File: config.mk
export PLATFORM = sky130hd
export DESIGN_NAME = collision_detector
export DESIGN_NICKNAME = d
export VERILOG_FILES = /design/src/rtl/flappy_pkg.sv /design/src/rtl/pipe_hit_check.sv /design/src/rtl/collision_detector.sv
export SDC_FILE = /design/constraint.sdc
export NUM_CORES = 1
export LEC_CHECK = 0
export ABC_CLOCK_PERIOD_IN_PS = 10500
export CORE_AREA = 4 4 124 126
export DETAILED_ROUTE_END_ITERATION = 6
export DIE_AREA = 0 0 128 130
export GPL_TIMING_DRIVEN = 0
export PLACE_DENSITY = 0.95
export SYNTH_ARGS = -nofsm -noshare
export SYNTH_HDL_FRONTEND = slang
export SYNTH_SLANG_ARGS = --single-unit
File: constraint.sdc
create_clock -name clk -period 10.5 [get_ports clk]
set_clock_uncertainty 0.2 [all_clocks]
set_input_delay 2.625 -clock clk [delete_from_list [all_inputs] [get_ports clk]]
set_output_delay 2.625 -clock clk [all_outputs]
set_load 0.02 [all_outputs]
File: src/rtl/flappy_pkg.sv
// Shared geometry, scan FSM encoding and hit codes for the flappy game blocks.
// Geometry constants are 17-bit signed so sums of 16-bit positions cannot overflow.
package flappy_pkg;

  localparam logic signed [16:0] BIRD_W   = 17'sd24;
  localparam logic signed [16:0] BIRD_H   = 17'sd34;
  localparam logic signed [16:0] PIPE_W   = 17'sd52;
  localparam logic signed [16:0] GAP      = 17'sd100;
  localparam logic signed [16:0] GROUND_X = 17'sd104;
  localparam logic signed [16:0] CEIL_X   = 17'sd728;

  typedef enum logic [2:0] {
    S_IDLE,
    S_GROUND,
    S_CEIL,
    S_PIPE1,
    S_PIPE2,
    S_PIPE3,
    S_DONE
  } scan_state_t;

  typedef enum logic [1:0] {
    HIT_NONE   = 2'd0,
    HIT_GROUND = 2'd1,
    HIT_CEIL   = 2'd2,
    HIT_PIPE   = 2'd3
  } hit_kind_t;

endpackage

File: src/rtl/pipe_hit_check.sv
// Combinational bird-vs-pipe test: overlap along the scroll axis and
// bird not fully inside the opening along the flight axis.
module pipe_hit_check
  import flappy_pkg::*;
(
  input  logic signed [15:0] bx,
  input  logic signed [15:0] by,
  input  logic signed [15:0] px,
  input  logic signed [15:0] py,
  output logic               hit
);

  logic signed [16:0] bx_e, by_e, px_e, py_e;
  logic overlap, outside_gap;

  assign bx_e = {bx[15], bx};
  assign by_e = {by[15], by};
  assign px_e = {px[15], px};
  assign py_e = {py[15], py};

  assign overlap     = (by_e + BIRD_H > py_e) && (by_e < py_e + PIPE_W);
  assign outside_gap = (bx_e < px_e) || (bx_e + BIRD_W > px_e + GAP);
  assign hit         = overlap && outside_gap;

endmodule

File: src/rtl/collision_detector.sv
// Fixed-latency per-frame collision scan (ground, ceiling, pipe1..3) with sticky dead flag.
// Build option: CEILING_KILL_EN enables the ceiling hit test; otherwise CEIL is a pass-through cycle.
module collision_detector
  import flappy_pkg::*;
(
  input  logic               clk,
  input  logic               rst,
  input  logic               check_start,
  input  logic               enable,
  input  logic               clear,
  input  logic signed [15:0] bird_pos_x,
  input  logic signed [15:0] bird_pos_y,
  input  logic signed [15:0] pipe1_pos_x,
  input  logic signed [15:0] pipe2_pos_x,
  input  logic signed [15:0] pipe3_pos_x,
  input  logic signed [15:0] pipe1_pos_y,
  input  logic signed [15:0] pipe2_pos_y,
  input  logic signed [15:0] pipe3_pos_y,
  output logic               busy,
  output logic               done,
  output logic               dead,
  output logic [1:0]         hit_kind,
  output logic [1:0]         hit_pipe
);

  scan_state_t state_q, state_d;
  hit_kind_t   kind_q, kind_d, pend_kind_q, pend_kind_d;
  logic [1:0]  pipe_q, pipe_d, pend_pipe_q, pend_pipe_d;
  logic        busy_d, done_d, dead_d, start_ok;

  logic signed [15:0] bx_q, by_q;
  logic signed [15:0] p1x_q, p2x_q, p3x_q, p1y_q, p2y_q, p3y_q;
  logic signed [15:0] sel_px, sel_py;
  logic signed [16:0] bx_e;
  logic               pipe_hit;

  assign bx_e     = {bx_q[15], bx_q};
  assign hit_kind = kind_q;
  assign hit_pipe = pipe_q;

  // One checker shared by the three pipe states through a snapshot mux.
  always_comb begin
    sel_px = p1x_q;
    sel_py = p1y_q;
    case (state_q)
      S_PIPE2: begin sel_px = p2x_q; sel_py = p2y_q; end
      S_PIPE3: begin sel_px = p3x_q; sel_py = p3y_q; end
      default: ;
    endcase
  end

  pipe_hit_check u_pipe_hit_check (
    .bx  (bx_q),
    .by  (by_q),
    .px  (sel_px),
    .py  (sel_py),
    .hit (pipe_hit)
  );

  always_comb begin
    state_d     = state_q;
    busy_d      = busy;
    done_d      = 1'b0;
    dead_d      = dead;
    kind_d      = kind_q;
    pipe_d      = pipe_q;
    pend_kind_d = pend_kind_q;
    pend_pipe_d = pend_pipe_q;
    start_ok    = 1'b0;
    if (clear) begin
      state_d = S_IDLE;
      busy_d  = 1'b0;
      dead_d  = 1'b0;
      kind_d  = HIT_NONE;
      pipe_d  = 2'd0;
    end else begin
      case (state_q)
        S_IDLE: begin
          if (check_start && enable) begin
            start_ok    = 1'b1;
            state_d     = S_GROUND;
            busy_d      = 1'b1;
            pend_kind_d = HIT_NONE;
            pend_pipe_d = 2'd0;
          end
        end
        S_GROUND: begin
          if (bx_e <= GROUND_X) pend_kind_d = HIT_GROUND;
          state_d = S_CEIL;
        end
        S_CEIL: begin
`ifdef CEILING_KILL_EN
          if (pend_kind_q == HIT_NONE && bx_e >= CEIL_X) pend_kind_d = HIT_CEIL;
`endif
          state_d = S_PIPE1;
        end
        S_PIPE1, S_PIPE2, S_PIPE3: begin
          if (pend_kind_q == HIT_NONE && pipe_hit) begin
            pend_kind_d = HIT_PIPE;
            pend_pipe_d = (state_q == S_PIPE1) ? 2'd1 :
                          (state_q == S_PIPE2) ? 2'd2 : 2'd3;
          end
          state_d = (state_q == S_PIPE1) ? S_PIPE2 :
                    (state_q == S_PIPE2) ? S_PIPE3 : S_DONE;
        end
        S_DONE: begin
          state_d = S_IDLE;
          busy_d  = 1'b0;
          done_d  = 1'b1;
          // Results only commit on the first death; later scans leave them alone.
          if (!dead && pend_kind_q != HIT_NONE) begin
            dead_d = 1'b1;
            kind_d = pend_kind_q;
            pipe_d = pend_pipe_q;
          end
        end
        default: state_d = S_IDLE;
      endcase
    end
  end

  always_ff @(posedge clk) begin
    if (rst) begin
      state_q     <= S_IDLE;
      busy        <= 1'b0;
      done        <= 1'b0;
      dead        <= 1'b0;
      kind_q      <= HIT_NONE;
      pipe_q      <= 2'd0;
      pend_kind_q <= HIT_NONE;
      pend_pipe_q <= 2'd0;
      bx_q        <= '0;
      by_q        <= '0;
      p1x_q       <= '0;
      p2x_q       <= '0;
      p3x_q       <= '0;
      p1y_q       <= '0;
      p2y_q       <= '0;
      p3y_q       <= '0;
    end else begin
      state_q     <= state_d;
      busy        <= busy_d;
      done        <= done_d;
      dead        <= dead_d;
      kind_q      <= kind_d;
      pipe_q      <= pipe_d;
      pend_kind_q <= pend_kind_d;
      pend_pipe_q <= pend_pipe_d;
      if (start_ok) begin
        bx_q  <= bird_pos_x;
        by_q  <= bird_pos_y;
        p1x_q <= pipe1_pos_x;
        p2x_q <= pipe2_pos_x;
        p3x_q <= pipe3_pos_x;
        p1y_q <= pipe1_pos_y;
        p2y_q <= pipe2_pos_y;
        p3y_q <= pipe3_pos_y;
      end
    end
  end

endmodule
# Word-level counts from Yosys, hierarchy flattened
# Index checks and enable logic that the tools add are counted.
dict set report totals {
  reg_bits 142
  in_bits 133
}
dict set report op_classes {
  addsub 4
  magnitude_cmp 5
  eq_ne 9
  mux 20
  n_bitwise 1
  n_reduce_logical 19
}
# cell n
set op_table {}
lappend op_table {{$pmux W16 S2} 2}
lappend op_table {{$add A16 B7 Y17 const B} 2}
lappend op_table {{$add A16 B6 Y17 const B} 1}
lappend op_table {{$add A16 B8 Y17 const B} 1}
lappend op_table {{$gt A17 B16 Y1} 1}
lappend op_table {{$gt A17 B17 Y1} 1}
lappend op_table {{$lt A16 B17 Y1} 1}
lappend op_table {{$le A16 B8 Y1 const B} 1}
lappend op_table {{$lt A16 B16 Y1} 1}
lappend op_table {{$mux W2} 7}
lappend op_table {{$pmux W3 S4} 1}
lappend op_table {{$eq A3 B3 Y1 const B} 3}
lappend op_table {{$eq A3 B2 Y1 const B} 2}
lappend op_table {{$mux W1} 6}
lappend op_table {{$ne A2 B2 Y1 const B} 3}
lappend op_table {{$pmux W2 S3} 1}
lappend op_table {{$reduce_bool A2 Y1} 3}
lappend op_table {{$logic_and A1 B1 Y1} 5}
lappend op_table {{$reduce_and A5 Y1} 1}
lappend op_table {{$pmux W2 S2} 1}
lappend op_table {{$reduce_and A2 Y1} 2}
lappend op_table {{$reduce_and A4 Y1} 1}
lappend op_table {{$eq A3 B1 Y1 const B} 1}
lappend op_table {{$logic_not A3 Y1} 1}
lappend op_table {{9 further kinds} 9}

# Longest topological paths before layout
# Gate-level depths: netlist of the first run.
dict set report logic_depth {
  depth_word 9
  mapped_depth 21
  mapped_depth_nobuf 18
}

# Hierarchy
# Synthesis of the first run repeated with hierarchy kept, for this count alone.
dict set report hier_totals {
  cells_unflattened 1068
  area_unflattened_um2 8079.0
}
# mod instances cells_per_inst area_each_um2
set modules_own_cells {}
lappend modules_own_cells {collision_detector 1 743 5688.0}
lappend modules_own_cells {pipe_hit_check 1 325 2391.0}

# Worst setup path after synthesis of the first run
# OpenSTA, ideal clock, no wires.
dict set report synth_path {
  kind {flip-flop to flip-flop}
  startpoint {register state_q[1]}
  endpoint {register pend_pipe_q[1]}
  arrival_time_ns 3.570
  t_required_ns 10.170
  path_slack_ns 6.600
  stages_incl_launch_ff 19
  n_path_buf 3
  period_less_slack_ns 3.900
  cell_sequence {dfxtp_1 buf_6 nand2b_4 buf_12 buf_8 nor2_4 a21oi_2 or4_4 nor4_4 nand3_1 xnor2_1 ha_1 nand3_1 or3_1 o221a_1 o221ai_1 o311ai_1 o311ai_1 a22oi_1}
}
dict set report synth_between {
  elab_chain_cells 9
  word_cells_on_any_way 24
}
# element line
set synth_lines {}
lappend synth_lines {{start: declaration} collision_detector.sv:26} ;# scan_state_t state_q, state_d;
lappend synth_lines {{start signal: assignment} collision_detector.sv:141} ;# state_q <= state_d;
lappend synth_lines {{$eq A3 B3 Y1} {collision_detector.sv:45, collision_detector.sv:77}}
lappend synth_lines {{$pmux W16 S2} collision_detector.sv:45} ;# case (state_q)
lappend synth_lines {{$add A16 B7 Y17 / $add A16 B8 Y17 (equally long branches)} {pipe_hit_check.sv:21, pipe_hit_check.sv:22}}
lappend synth_lines {{$lt A16 B17 Y1 / $gt A17 B17 Y1 (equally long branches)} {pipe_hit_check.sv:21, pipe_hit_check.sv:22}}
lappend synth_lines {{$logic_and A1 B1 Y1 / $logic_or A1 B1 Y1 (equally long branches)} {pipe_hit_check.sv:21, pipe_hit_check.sv:22}}
lappend synth_lines {{$logic_and A1 B1 Y1} pipe_hit_check.sv:23} ;# assign hit = overlap && outside_gap;
lappend synth_lines {{$logic_and A1 B1 Y1} collision_detector.sv:98} ;# if (pend_kind_q == HIT_NONE && pipe_hit) begin
lappend synth_lines {{$ne A2 B2 Y1 (no source line)} --}
lappend synth_lines {{$reduce_and A4 Y1 (no source line)} --}
lappend synth_lines {{end signal: assignment} collision_detector.sv:148} ;# pend_pipe_q <= pend_pipe_d;
lappend synth_lines {{end: declaration} collision_detector.sv:28} ;# logic [1:0] pipe_q, pipe_d, pend_pipe_q, pend_pipe_d;
# Parallel ways exist; a longest one is shown, timed or not. The select of a mux whose other input is x is not followed.
# A chain may end at the register's enable or synchronous reset.

# Worst setup path in the final report of the first run
dict set report layout_path {
  startpoint {register state_q[0]}
  endpoint {register pend_pipe_q[0]}
}
dict set report layout_between {
  elab_chain_cells 9
  word_cells_on_any_way 25
}
# element line
set layout_lines {}
lappend layout_lines {{$eq A3 B3 Y1 (on tied branches)} {collision_detector.sv:45, collision_detector.sv:77, collision_detector.sv:101}}
lappend layout_lines {{$pmux W16 S2} collision_detector.sv:45}
lappend layout_lines {{$add A16 B7 Y17 / $add A16 B8 Y17 (equally long branches)} {pipe_hit_check.sv:21, pipe_hit_check.sv:22}}
lappend layout_lines {{$lt A16 B17 Y1 / $gt A17 B17 Y1 (equally long branches)} {pipe_hit_check.sv:21, pipe_hit_check.sv:22}}
lappend layout_lines {{$logic_and A1 B1 Y1 / $logic_or A1 B1 Y1 (equally long branches)} {pipe_hit_check.sv:21, pipe_hit_check.sv:22}}
lappend layout_lines {{$logic_and A1 B1 Y1} pipe_hit_check.sv:23}
lappend layout_lines {{$logic_and A1 B1 Y1} collision_detector.sv:98}
lappend layout_lines {{$ne A2 B2 Y1 (no source line)} --}
lappend layout_lines {{$reduce_and A4 Y1 (no source line)} --}
# Parallel ways exist; a longest one is shown, timed or not. The select of a mux whose other input is x is not followed.

==> results of run 1 <==
==> worst min-delay path by stage <==
stage	startpoint	to	slack (ns)	depth (start not counted)
6_report	p2y_q[14]	p2y_q[14]	0.25	2
5_1_grt	p2y_q[14]	p2y_q[14]	0.27	2
4_1_cts	p2y_q[14]	p2y_q[14]	0.26	2
3_5_place_dp	p3x_q[5]	p3x_q[5]	0.25	2
3_3_place_gp	p3x_q[9]	p3x_q[9]	0.24	2
2_1_floorplan	p3y_q[6]	p3y_q[6]	0.23	2
==> per-stage QoR <==
stage / setup WS, ns / power, µW / instance area [µm²] / util
finish: 5.36 / 1340 / 10300 / 0.718
global route: 5.10 / 1380 / 10300 / 0.718
CTS: 5.49 / 1330 / 10300 / 0.718
detailed placement: 5.54 / 772 / 9730 / 0.679
global placement: 5.62 / 766 / 9730 / 0.679
floorplan: 6.60 / 682 / 8100 / -
==> logic make-up (layout without fill, tap and decap cells) <==
logic type,count (synthesis),after routing,share of synthesized area
buffers and inverters,83,254,0.0485
xor gates and xnor gates,48,48,0.0519
muxes,39,39,0.0496
AOI/OAI and AO/OA,237,237,0.163
DFF,142,142,0.351
adders and majority gates,68,68,0.105
and+or+nand+nor,440,440,0.232
==> cell usage in the layout, fill, tap and decap left out, types with 4 or more instances in the layout <==
| cell | n |
|---|---|
| sky130_fd_sc_hd__nand2_1 | 301 |
| sky130_fd_sc_hd__a21oi_1 | 174 |
| sky130_fd_sc_hd__dfxtp_1 | 142 |
| sky130_fd_sc_hd__clkdlybuf4s50_1 | 139 |
| sky130_fd_sc_hd__ha_1 | 68 |
| sky130_fd_sc_hd__nor2_1 | 65 |
| sky130_fd_sc_hd__clkbuf_1 | 35 |
| sky130_fd_sc_hd__mux2i_1 | 34 |
| sky130_fd_sc_hd__xnor2_1 | 34 |
| sky130_fd_sc_hd__inv_1 | 25 |
| sky130_fd_sc_hd__buf_2 | 19 |
| sky130_fd_sc_hd__o21ai_0 | 18 |
| sky130_fd_sc_hd__clkbuf_16 | 17 |
| sky130_fd_sc_hd__xor2_1 | 14 |
| sky130_fd_sc_hd__nand3_1 | 14 |
| sky130_fd_sc_hd__nand4_1 | 14 |
| sky130_fd_sc_hd__nand2b_1 | 8 |
| sky130_fd_sc_hd__or3_1 | 6 |
| sky130_fd_sc_hd__nor3_1 | 5 |
| sky130_fd_sc_hd__a211oi_1 | 5 |
| sky130_fd_sc_hd__a21oi_2 | 4 |
| sky130_fd_sc_hd__nand3b_1 | 4 |
| sky130_fd_sc_hd__and3_1 | 4 |
| sky130_fd_sc_hd__a21o_1 | 4 |
| sky130_fd_sc_hd__nor4_1 | 4 |
| sky130_fd_sc_hd__clkinvlp_4 | 4 |
==> layer usage <==
| layer | routed length, µm | up-vias | part of all wire | global-route usage |
|---|---|---|---|---|
| met1 | 9850 | 3696 | 0.40 | 0.351 |
| met5 | 0 | - | 0 | 0 |
| met3 | 2110 | 93 | 0.086 | 0.0725 |
| li1 | - | 3905 | - | - |
| met4 | 1040 | 0 | 0.043 | 0.151 |
| met2 | 11400 | 417 | 0.47 | 0.481 |
==> power by group <==
| part | internal (µW) | leakage [µW] | switching (µW) |
|---|---|---|---|
| clock | 327 | 0.000257 | 244 |
| combinational | 96.0 | 0.00237 | 101 |
| sequential | 556 | 0.00115 | 14.8 |
==> registers in the layout (all words and copies together) (netlist names) <==
register and cells:
state_q 3, dead 1, hit_kind 2, busy 1
by_q 16, pend_pipe_q 2, done 1, p3x_q 16
bx_q 16, p2y_q 16, p1x_q 16, hit_pipe 2
p1y_q 16, p3y_q 16, pend_kind_q 2, p2x_q 16
==> worst max-delay path, stage by stage, from the launching register on <==
cell	delay [ns]
sky130_fd_sc_hd__dfxtp_1	0.34
sky130_fd_sc_hd__buf_4	0.15
sky130_fd_sc_hd__buf_6	0.18
sky130_fd_sc_hd__buf_4	0.26
sky130_fd_sc_hd__mux2i_1	0.30
sky130_fd_sc_hd__nor2_1	0.10
sky130_fd_sc_hd__a21oi_1	0.48
sky130_fd_sc_hd__nand3b_1	0.37
sky130_fd_sc_hd__xor2_1	0.24
sky130_fd_sc_hd__ha_1	0.32
sky130_fd_sc_hd__nand4_1	0.17
sky130_fd_sc_hd__nor4b_1	0.34
sky130_fd_sc_hd__a2111oi_0	0.13
sky130_fd_sc_hd__o221a_1	0.25
sky130_fd_sc_hd__o221ai_1	0.27
sky130_fd_sc_hd__o311ai_1	0.36
sky130_fd_sc_hd__o311ai_1	0.45
sky130_fd_sc_hd__o2bb2ai_1	0.16
==> layout make-up <==
| type | count | area (µm²) | share of cell area |
|---|---|---|---|
| tap | 184 | 230 | 0.0224 |
| sequential | 142 | 2840 | 0.277 |
| inverter | 25 | 93.8 | 0.00913 |
| clock buffer | 20 | 437 | 0.0425 |
| buffer | 58 | 299 | 0.0291 |
| multi-input combinational | 832 | 4870 | 0.474 |
| timing repair buffer | 139 | 1390 | 0.135 |
| clock inverter | 12 | 114 | 0.0111 |
==> flow_summary.toml, run 1 <==
[status]
status = "finished clean"

[clocking]
cts_tree = "yes"
post_cts_resized = 0
clock_pin_slew_on_the_worst_setup_and_hold_paths_ns = 0.06
cts_hold_buffers = 0
clock-root-buffer = "sky130_fd_sc_hd__clkbuf_16"
clkLatencyLatePin_ns = 0.44
clock_tree.htree_level_count = 4
clock_sink_count = 142
cts_inserted_buffers = 17
post-cts-setup-buffer-count = 0
cts.path.max_buffers = 2

[setup_path]
cp-start-kind = "flop"
timing.critical_path.arrival_ns = 5.30
critical_path.endpoint = "pend_pipe_q[0]"
regToRegSetupSlack_ns = 5.36
worstPathRequired_ns = 10.66
end_kind = "flop"
cp-startpoint = "state_q[0]"
reg2reg_from = "state_q[0]"
crit_path_max_fanout = 10
reg2reg_to = "pend_pipe_q[0]"
timing.reg2reg.worst_path_depth = 17
path_class = "reg2reg"

[sta]
report.final.setup_viol = 0
hold_slack_final_ns = 0.254
timing.final.hold_violations = 0
worst_slew_margin_rel = 0.329
final.min_clock_period_ns = 5.14
slew_violations = 0
fmax_ghz = 0.195
period_utilisation_layout = 0.489
worst-slew-pin-transition_ns = 0.990
setup_total_negative_slack_ns = 0
rsz0062_at_grt = "false"

[placed_design]
io_buffers = 139
dp_cells = 1380
dp.final_hpwl_um = 17900
finalWeightedCongestion = 0.942

[synthesis]
dominantRegCellSynth = "sky130_fd_sc_hd__dfxtp_1"
async_reset_ff_frac = 0
netlist_instances = 1057
cell_accounting_for_the_most_synthesized_area = "sky130_fd_sc_hd__dfxtp_1"
netlist_top_cells_count = "sky130_fd_sc_hd__nand2_1, sky130_fd_sc_hd__a21oi_1, sky130_fd_sc_hd__dfxtp_1"
ys_ff_latch = 142
synth.net_count = 1258
synth_enable_flop_cells = 0
synthesis.area_per_instance_um2 = 7.67
syn-cell-area_um2 = 8100
synth.most_common_cell = "sky130_fd_sc_hd__nand2_1"
ys_types = 59
synth.yosys.seq_area_share = 0.351
synth.yosys.warnings = 0
netlist.area_leader.share = 0.351
netlist_top_cells_area = "sky130_fd_sc_hd__dfxtp_1, sky130_fd_sc_hd__nand2_1, sky130_fd_sc_hd__a21oi_1"

[drt]
num_vias = 8111
post_drt_wl_per_cell_um = 17.3
drt-total-wl_um = 24400
drc = 0
drtPass1Iterations = 6
final_antenna_net_count = 0
post_drt_via_cell_ratio = 5.74
drt-initial-drc-count = 877

[global_routing]
antenna_found_initial = 0
grtUsageTotal = 0.290
grt_pass1_vias = 7932
overflow = 0
wire_length_of_the_first_global_routing_pass_um = 38100
grt_start_max_net_pins = 17

[power]
max-vdd-ir-drop_v = 0.000142
p_per_area_nw_per_um2 = 130
static-leakage-power_uw = 0.00378

[floorplanning]
design.die.area_um2 = 16600
chipHeight_um = 130
design.core.area_um2 = 14300
placementRows = 44
die_w_um = 128
starting_density_of_the_core = 0.566
num_io_pins = 140

[cells_and_area]
drive_gt1_frac = 0.0611
diodes = 0
area_growth_pct = 26.8
n_fill_cell = 1019
nets = 1416
instances_no_fill = 1412

[hold_path]
worstHoldPathType = "reg2reg"

[flow_run]
timing.max_cap.violations = 0
No activity file was read; power rests on OpenSTA's default activity.
==> inputs of run 2 (changes only) <==
Settings changed: ABC_CLOCK_PERIOD_IN_PS 10500 to 4700, CORE_AREA 4 4 124 126 to 4 4 134 136, DIE_AREA 0 0 128 130 to 0 0 138 140, PLACE_DENSITY 0.95 to 0.87.
Clock period 10.5 ns to 4.7 ns, I/O delays scaled along.
==> flow_summary.toml, run 2 (same netlist as run 1, synthesis figures left out) <==
[power]
static-leakage-power_uw = 0.00383
internal-power_uw = 2330
p_per_area_nw_per_um2 = 298
power.share.sequential = 0.410
p_sw_uw = 783
clockPowerShare = 0.444
max-vdd-ir-drop_v = 0.000293
combinationalPowerShare = 0.145
swShare = 0.252

[floorplanning]
num_io_pins = 140
die_w_um = 138
design.die.area_um2 = 19300
chipHeight_um = 140
design.core.area_um2 = 16900
starting_density_of_the_core = 0.479
placementRows = 48

[cells_and_area]
layout_commonest_cell = "sky130_fd_sc_hd__nand2_1"
most_frequent_cells_in_the_layout = "sky130_fd_sc_hd__nand2_1, sky130_fd_sc_hd__a21oi_1, sky130_fd_sc_hd__dfxtp_1, sky130_fd_sc_hd__clkdlybuf4s50_1, sky130_fd_sc_hd__ha_1"
final_core_util = 0.617
drive_gt1_frac = 0.0699
nets = 1418
diodes = 0
area_growth_pct = 29.0

[sta]
fmax_ghz = 0.223
final.min_clock_period_ns = 4.49
fin_ws_ns = 0.212
slew_violations = 0
timing.final.hold_violations = 0
worst_slew_margin_rel = 0.513
report.final.setup_viol = 0
worst-slew-pin-transition_ns = 0.731
rsz0062_at_grt = "false"
period_utilisation_layout = 0.955

[placed_design]
finalWeightedCongestion = 0.908
dp_slack_ns = -0.225
io_buffers = 139
dp.final_hpwl_um = 18200

[setup_path]
path_class = "reg2reg"
end_kind = "flop"
reg2reg_to = "pend_pipe_q[0]"
regToRegSetupSlack_ns = 0.21
worstPathRequired_ns = 4.85
cp-startpoint = "state_q[0]"
reg2reg_from = "state_q[0]"
stages_on_the_worst_setup_path = 17
crit_path_max_fanout = 10
timing.critical_path.arrival_ns = 4.64
critical_path.endpoint = "pend_pipe_q[0]"
worst_path_max_delay_cell = "sky130_fd_sc_hd__or4_4"
critical_path.cell_chain = "buf_4, buf_6, mux2i_1, nor2_1, a21oi_2, or4_4, nor4_4, nand3_1, xnor2_1, ha_1, nand3_1, or3_1, o221a_1, o221ai_2, o311ai_4, o311ai_0, o2bb2ai_1"
critical_path.top_delay_family = "simple AND/OR/NAND/NOR gates"
critPathMostFrequentCell = "sky130_fd_sc_hd__nand3_1"
cp-start-kind = "flop"
worst_stage_delay_on_the_critical_path_ns = 0.58
timing.reg2reg.worst_path_depth = 17
path_buf_inv = 2

[drt]
drt-total-wl_um = 24000
post_drt_wl_per_cell_um = 16.5
drc = 0
drtPass1Iterations = 7
final_antenna_net_count = 0
drt-initial-drc-count = 800
post_drt_via_cell_ratio = 5.52
num_vias = 8025

[hold_path]
worstHoldPathType = "reg2reg"

[global_routing]
grt_start_max_net_pins = 17
antenna_found_initial = 0
grtUsageTotal = 0.240
grt_pass1_vias = 7661
overflow = 0
wire_length_of_the_first_global_routing_pass_um = 37700

[clocking]
cts_inserted_buffers = 17
clock_sink_count = 142
clock_tree.htree_level_count = 4
cts_tree = "yes"
clock_pin_slew_on_the_worst_setup_and_hold_paths_ns = 0.06
cts.path.max_buffers = 2
clock-root-buffer = "sky130_fd_sc_hd__clkbuf_16"
clkLatencyLatePin_ns = 0.43

[status]
status = "finished clean"

[flow_run]
timing.max_cap.violations = 0
-- run 2: cell count changes in the layout (fill, tap and decap cells not counted), moves of 2 or more --
cell                        before  now
sky130_fd_sc_hd__bufinv_16       1    3
sky130_fd_sc_hd__clkinv_4        2    0
sky130_fd_sc_hd__a21oi_1       174  168
sky130_fd_sc_hd__clkbuf_8        0    2
sky130_fd_sc_hd__inv_6           3    1
sky130_fd_sc_hd__buf_4           2    4
sky130_fd_sc_hd__a21oi_2         4    9
-- run 2: cell type report --
type                            instances  area [µm²]
Buffer                                 58         299
Clock buffer                           22         464
Clock inverter                         10         136
Fill cell                            1446        6480
Inverter                               25        93.8
Multi-Input combinational cell        832        4930
Sequential cell                       142        2840
Tap cell                              225         282
Timing Repair Buffer                  141        1410
-- run 2: worst register-to-register path: stages, from the launching register on --
cell                        delay (ns)
sky130_fd_sc_hd__dfxtp_1          0.34
sky130_fd_sc_hd__buf_4            0.16
sky130_fd_sc_hd__buf_6            0.18
sky130_fd_sc_hd__mux2i_1          0.09
sky130_fd_sc_hd__nor2_1           0.23
sky130_fd_sc_hd__a21oi_2          0.10
sky130_fd_sc_hd__or4_4            0.59
sky130_fd_sc_hd__nor4_4           0.21
sky130_fd_sc_hd__nand3_1          0.13
sky130_fd_sc_hd__xnor2_1          0.14
sky130_fd_sc_hd__ha_1             0.31
sky130_fd_sc_hd__nand3_1          0.10
sky130_fd_sc_hd__or3_1            0.42
sky130_fd_sc_hd__o221a_1          0.26
sky130_fd_sc_hd__o221ai_2         0.22
sky130_fd_sc_hd__o311ai_4         0.20
sky130_fd_sc_hd__o311ai_0         0.37
sky130_fd_sc_hd__o2bb2ai_1        0.17
-- run 2: how the worst min path moves through the flow --
stage / start / end / slack [ns] / depth (start not counted)
3_3_place_gp: p3y_q[6] / p3y_q[6] / 0.24 / 2
3_5_place_dp: p3y_q[8] / p3y_q[8] / 0.25 / 2
4_1_cts: p3x_q[7] / p3x_q[7] / 0.25 / 2
6_report: p2y_q[6] / p2y_q[6] / 0.25 / 2
5_1_grt: p3x_q[7] / p3x_q[7] / 0.27 / 2
2_1_floorplan: p3y_q[6] / p3y_q[6] / 0.23 / 2
-- run 2: routing by layer --
| metal | vias up | wire length, µm | part of all wire | global-route usage |
|---|---|---|---|---|
| li1 | 3930 | - | - | - |
| met1 | 3698 | 9850 | 0.41 | 0.296 |
| met2 | 338 | 11400 | 0.48 | 0.402 |
| met3 | 59 | 1840 | 0.077 | 0.0543 |
| met4 | 0 | 873 | 0.036 | 0.109 |
| met5 | - | 0 | 0 | 0 |
-- run 2: timing repair --
action,CTS,global route
resized for setup,3,8
setup endpoints to repair,4,4
setup buffers,1,1
hold buffers,0,0
-- run 2: metrics by stage --
stage / total power [µW] / TNS, ns / hold WS, ns / std cells / instance area, µm²
2_1_floorplan: 1520 / 0 / 0.233 / 1057 / 8100
3_3_place_gp: 1720 / -0.594 / 0.239 / 1421 / 9780
3_5_place_dp: 1730 / -0.749 / 0.246 / 1421 / 9780
4_1_cts: 3100 / 0 / 0.255 / 1454 / 10400
5_1_grt: 3220 / 0 / 0.273 / 1455 / 10500
6_report: 3110 / 0 / 0.254 / 1455 / 10500
-- run 2: power groups by stage --
stage                     Combinational, µW  Clock, µW  Sequential, µW
after global routing                    495       1450            1280
final                                   452       1380            1280
after global placement                  417          0            1300
after floorplan                         233          0            1290
after detailed placement                428          0            1300
after CTS                               437       1390            1270
